===== src/rtl/virt_pkg.sv =====
// Shared types for the Nabu MegaMapper virtual-mode controller.
package virt_pkg;

    typedef enum logic [2:0] {
        NATIVE   = 3'd0,
        ARM      = 3'd1,
        VIRTUAL  = 3'd2,
        NMI      = 3'd3,
        WAIT_ACK = 3'd4,
        OVR      = 3'd5
    } virt_state_t;

    // Cause code reported for a guest IRQ in the default 4-source build
    // (the IRQ always sits one index above the last trap source).
    localparam int DEF_NUM_TRAP = 4;
    localparam int DEF_CAUSE_W  = 3;
    localparam logic [DEF_CAUSE_W-1:0] IRQ_CAUSE = DEF_CAUSE_W'(DEF_NUM_TRAP);

endpackage


===== src/rtl/trap_prio_enc.sv =====
// Lowest-index-wins priority encoder for trap requests; combinational.
module trap_prio_enc #(
    parameter int N = 5,
    parameter int W = 3
) (
    input  logic [N-1:0] req,
    output logic [W-1:0] idx,
    output logic         any
);

    // Scan from the top down so the lowest set index is written last.
    always_comb begin
        idx = '0;
        for (int i = N - 1; i >= 0; i--) begin
            if (req[i]) idx = W'(i);
        end
    end

    assign any = |req;

endmodule


===== src/rtl/virt_mode_ctrl.sv =====
// Virtual-mode controller: tracks guest execution, raises supervisor NMI on
// traps, and overrides the address map for the supervisor's vector fetch.
module virt_mode_ctrl
    import virt_pkg::*;
#(
    parameter int NUM_TRAP  = 4,
    parameter int CAUSE_W   = 3,
    parameter int NMI_PULSE = 4,
    parameter int OVR_M1    = 1,
    parameter int IRQ_TRAP  = 1
) (
    input  logic                clk,
    input  logic                reset_n,
    input  logic                m1_n,
    input  logic                irq_n,
    input  logic [NUM_TRAP-1:0] trap_req,
    input  logic [NUM_TRAP-1:0] trap_en,
    input  logic                enter_virtual,
    input  logic                new_isr,
    input  logic                last_isr_jmp,
    input  logic                clear_cause,
    output logic                virtual_mode,
    output logic                nmi_n,
    output logic                override_address,
    output logic [CAUSE_W-1:0]  trap_cause,
    output logic                trap_valid,
    output logic [NUM_TRAP:0]   trap_pending
);

    virt_state_t          state_q, state_d;
    logic [7:0]           cnt_q, cnt_d;
    logic                 m1_q;
    logic                 virtual_mode_q, virtual_mode_d;
    logic                 nmi_n_q, nmi_n_d;
    logic                 override_q, override_d;
    logic [CAUSE_W-1:0]   cause_q, cause_d;
    logic                 valid_q, valid_d;
    logic [NUM_TRAP:0]    pending_q, pending_d;

    logic                 m1_end;
    logic                 irq_req;
    logic [NUM_TRAP:0]    req;
    logic [CAUSE_W-1:0]   enc_idx;
    logic                 enc_any;

    assign m1_end  = ~m1_q & m1_n;
    assign irq_req = (IRQ_TRAP != 0) & ~irq_n;
    assign req     = {irq_req, trap_req & trap_en};

    trap_prio_enc #(
        .N (NUM_TRAP + 1),
        .W (CAUSE_W)
    ) u_prio (
        .req (req),
        .idx (enc_idx),
        .any (enc_any)
    );

    always_comb begin
        state_d        = state_q;
        cnt_d          = cnt_q;
        virtual_mode_d = virtual_mode_q;
        nmi_n_d        = nmi_n_q;
        override_d     = override_q;
        cause_d        = cause_q;
        valid_d        = valid_q & ~clear_cause;
        // A request seen in the same cycle as clear_cause survives the clear.
        pending_d      = (clear_cause ? '0 : pending_q) | (virtual_mode_q ? req : '0);

        case (state_q)
            NATIVE: begin
                if (enter_virtual) state_d = ARM;
            end
            ARM: begin
                if (m1_end && last_isr_jmp) begin
                    state_d        = VIRTUAL;
                    virtual_mode_d = 1'b1;
                end
            end
            VIRTUAL: begin
                if (enc_any) begin
                    cause_d = enc_idx;
                    valid_d = 1'b1;
                    nmi_n_d = 1'b0;
                    cnt_d   = 8'(NMI_PULSE - 1);
                    state_d = NMI;
                end
            end
            NMI: begin
                if (new_isr) begin
                    virtual_mode_d = 1'b0;
                    override_d     = 1'b1;
                    nmi_n_d        = 1'b1;
                    cnt_d          = 8'(OVR_M1);
                    state_d        = OVR;
                end else if (cnt_q == 8'd0) begin
                    nmi_n_d = 1'b1;
                    state_d = WAIT_ACK;
                end else begin
                    cnt_d = cnt_q - 8'd1;
                end
            end
            WAIT_ACK: begin
                if (new_isr) begin
                    virtual_mode_d = 1'b0;
                    override_d     = 1'b1;
                    cnt_d          = 8'(OVR_M1);
                    state_d        = OVR;
                end
            end
            OVR: begin
                if (m1_end) begin
                    if (cnt_q <= 8'd1) begin
                        cnt_d      = 8'd0;
                        override_d = 1'b0;
                        state_d    = NATIVE;
                    end else begin
                        cnt_d = cnt_q - 8'd1;
                    end
                end
            end
            default: state_d = NATIVE;
        endcase
    end

    always_ff @(posedge clk or negedge reset_n) begin
        if (!reset_n) begin
            state_q        <= NATIVE;
            cnt_q          <= 8'd0;
            m1_q           <= 1'b1;
            virtual_mode_q <= 1'b0;
            nmi_n_q        <= 1'b1;
            override_q     <= 1'b0;
            cause_q        <= '0;
            valid_q        <= 1'b0;
            pending_q      <= '0;
        end else begin
            state_q        <= state_d;
            cnt_q          <= cnt_d;
            m1_q           <= m1_n;
            virtual_mode_q <= virtual_mode_d;
            nmi_n_q        <= nmi_n_d;
            override_q     <= override_d;
            cause_q        <= cause_d;
            valid_q        <= valid_d;
            pending_q      <= pending_d;
        end
    end

    assign virtual_mode     = virtual_mode_q;
    assign nmi_n            = nmi_n_q;
    assign override_address = override_q;
    assign trap_cause       = cause_q;
    assign trap_valid       = valid_q;
    assign trap_pending     = pending_q;

endmodule


===== config.mk =====
export PLATFORM = sky130hd
export DESIGN_NAME = virt_mode_ctrl
export DESIGN_NICKNAME = d
export VERILOG_FILES = /design/src/rtl/virt_pkg.sv /design/src/rtl/trap_prio_enc.sv /design/src/rtl/virt_mode_ctrl.sv
export SDC_FILE = /design/constraint.sdc
export NUM_CORES = 1
export LEC_CHECK = 0
export CAP_MARGIN = 20
export CORE_MARGIN = 5
export CORE_UTILIZATION = 50
export DETAILED_ROUTE_END_ITERATION = 12
export PLACE_DENSITY = 0.78
export RECOVER_POWER = 50
export SLEW_MARGIN = 5
export SYNTH_ARGS = -nofsm -noshare
export SYNTH_HDL_FRONTEND = slang
export SYNTH_HIERARCHICAL = 1
export SYNTH_SLANG_ARGS = --single-unit

===== constraint.sdc =====
create_clock -name clk -period 2.35 [get_ports clk]
set_input_delay 0.47 -clock clk [delete_from_list [all_inputs] [get_ports clk]]
set_output_delay 0.47 -clock clk [all_outputs]
set_load 0.01 [all_outputs]

==> impl_metrics.yaml <==
routing:
  ant_nets: 0
  drcViolationCount: 0
  drt-initial-drc-count: 56
  vias_per_cell: 5.84
  wl_mm: 3.08
  dr_total_vias: 1220
  wl_per_cell_um: 14.7
  drt_first_pass_iters: 4
placed_design:
  dpl_cell_area_um2: 1690
  dp_hpwl_mm: 2.33
  port-buffer-count: 27
  gp_congestion: 0.873
synthesis:
  synth-seq-cells: 24
  yosysWarnings: 6
  synthSimpleGateAreaFrac_pct: 21.6
  synth_adder_area_share_pct: 1.84
  synth_area_leader_cell: "dfrtp_1"
  synth_nets: 165
  ys_top_cells_by_area: "dfrtp_1 40%, a21oi_1 4.8%, mux2_2 4.1%"
  synth.avg_cell_area_um2: 9.27
  async_flop_share_pct: 100
  synth_top_area_share_pct: 40.4
  syn_inst: 147
  synthMuxAreaShare_pct: 4.13
  ys.flop_type: "dfrtp_1"
  netlist_area_um2: 1360
  synthXorXnorAreaFrac_pct: 0
  synth_top_family_by_area: "compound AO/OA/AOI/OAI gates"
  synth-edff-count: 0
  yosysSeqAreaShare_pct: 44.3
  ys_types: 42
  synth_compound_area_share_pct: 22.9
clock_network:
  cts_resized: 0
  cts.sinks: 24
  cts_setup_buffers: 0
  cts_max_level: 1
  ctsHoldBuffers: 0
  path_clk_slew_ps: 120
  cts_tree: "done"
  max-clock-path-buffers: 2
  cts_buffers: 3
  cts_root_buf: "clkbuf_4"
  clk-insertion-delay-late_ps: 320
sta:
  worst_clock_skew_ps: 3.51
  final.period_utilization_pct: 88.9
  fin_crit_ps: 2090
  max_slew_margin_pct: 16.8
  setup_viol: 0
  clock.fmax_mhz: 478
  final_max_slew_viol_count: 0
  rsz0062_at_grt: "no"
  finalHoldViolCount: 0
  tightestPinTransition_ps: 1250
  tns_ps: 0
floorplan:
  core_area_um2: 2690
  fp.dieW_um: 62.2
  rows: 19
  die_area_um2: 3870
  die_h_um: 62.2
  ioPinCount: 28
  start_util_pct: 50.7
grt:
  grt_pass1_wl_mm: 5.59
  antenna_found_initial: 0
  grt_pass1_vias: 1259
  grt_overflow: 0
  grt_max_degree: 25
  grt_usage_pct: 17.2
finish:
  final_common_cell: "clkdlybuf4s50_1"
  nets: 197
  diodes: 0
  stdcell_area_um2: 1710
  final_cell_mix: "24 x clkdlybuf4s50_1, 22 x dfrtp_1, 13 x a21oi_1, 11 x inv_1, 11 x o21ai_0"
  fill_cells: 232
  seqCellArea_um2: 603
  synthToLayoutAreaGrowth_pct: 25.3
  drive_above_1_share_pct: 11.2
  multiInputGateArea_um2: 687
status:
  status: "finished clean"
pwr:
  max-vdd-ir-drop_uv: 790
  power_density_nw_per_um2: 1110
  power_leakage_uw: 0.000756
min_path:
  min-delay-start: "trap_pending[2]"
  hp-class: "register to register"
  whs_endpoint: "trap_pending[2]"
  hold_depth: 1
flow_run:
  cap_violations: 0
setup_path:
  worstPathCellList: "or4_4 > o311ai_4 > and3_2 > mux2_2"
  end_kind: "register"
  cp.arrival_ps: 2310
  critPathMaxStageDelay_ps: 590
  r2r_cells: 4
  rrSetupSlack_ps: 260
  crit_required_ps: 2570
  crit_start: "cnt_q[5]"
  reg2reg_from: "cnt_q[5]"
  worstSetupStartpointType: "register"
  critical_path_class: "register to register"
  critPathSlowestCell: "or4_4"
  reg2reg_to: "state_q[0]"
  cp_max_fo: 7
-- where the power goes --
part	total, uW	switching [uW]	internal [uW]
registers	760	189	571
clock network	187	121	66.5
logic	954	473	481
total	1900	783	1120
-- Yosys cell counts (2+ instances only) --
master and number:
nand2_1 10, a21oi_1 13, dfrtp_1 22, nor3_1 5, nor4_1 3, clkbuf_1 4
nor2_1 10, a22o_1 5, ha_1 2, o21ai_0 11, nand3b_1 2, mux2_2 5
and2_1 6, a31oi_1 2, inv_1 11, o31ai_1 3, dfstp_2 2, nand2b_1 7
-- final cells by class --
cell class | count | share of cell area, %
multi-input combinational | 106 | 40.2
sequential | 24 | 35.3
timing repair buffer | 33 | 18.2
inverter | 11 | 2.42
tap | 31 | 2.27
clock buffer | 4 | 1.54
-- registers in the layout, indices dropped and copies added (netlist names) --
signal / count
cnt_q: 8
trap_pending: 5
state_q: 3
trap_cause: 3
m1_q: 1
nmi_n: 1
override_address: 1
trap_valid: 1
virtual_mode: 1
-- per-layer routing --
layer | share of wire (%) | track usage, % | vias up
li1 | - | - | 597
met1 | 46 | 22.7 | 575
met5 | 0 | 0 | -
met3 | 5.6 | 3.60 | 5
met2 | 47 | 26.4 | 43
met4 | 1.6 | 8.94 | 0
-- cell families after synthesis --
family,after synthesis
AO/OA/AOI/OAI,46
adder cells (fa/ha/maj),2
buffers and inverters,17
flip-flops,24
multiplexers,5
AND/OR/NAND/NOR,53
-- how the worst max path moves through the flow --
stage | to | slack, ps | cells after the start
after detailed placement | cnt_q[5] | 20 | 10
after floorplan | state_q[0] | 240 | 5
final | state_q[0] | 260 | 4
after CTS | state_q[0] | 260 | 4
after global routing | cnt_q[5] | 80 | 8
after global placement | cnt_q[1] | 50 | 8
-- critical path: cells and delay by family, from the launching register on --
family	cells	cell delay (ps)
AOI/OAI and AO/OA	1	360
muxes	1	320
and+or+nand+nor	2	840
DFF	1	460
-- metrics by stage --
stage / setup slack, ps / power, uW / hold WS (ps) / utilization [%] / instances
2_1_floorplan: 240 / 1380 / 174 / - / 147
3_3_place_gp: 52.0 / 1690 / 491 / 62.7 / 205
3_5_place_dp: 24.0 / 1720 / 498 / 62.7 / 205
4_1_cts: 259 / 1910 / 506 / 63.7 / 209
5_1_grt: 83.8 / 2070 / 547 / 63.6 / 209
6_report: 260 / 1900 / 521 / 63.6 / 209
(Power assumes the default switching activity.)
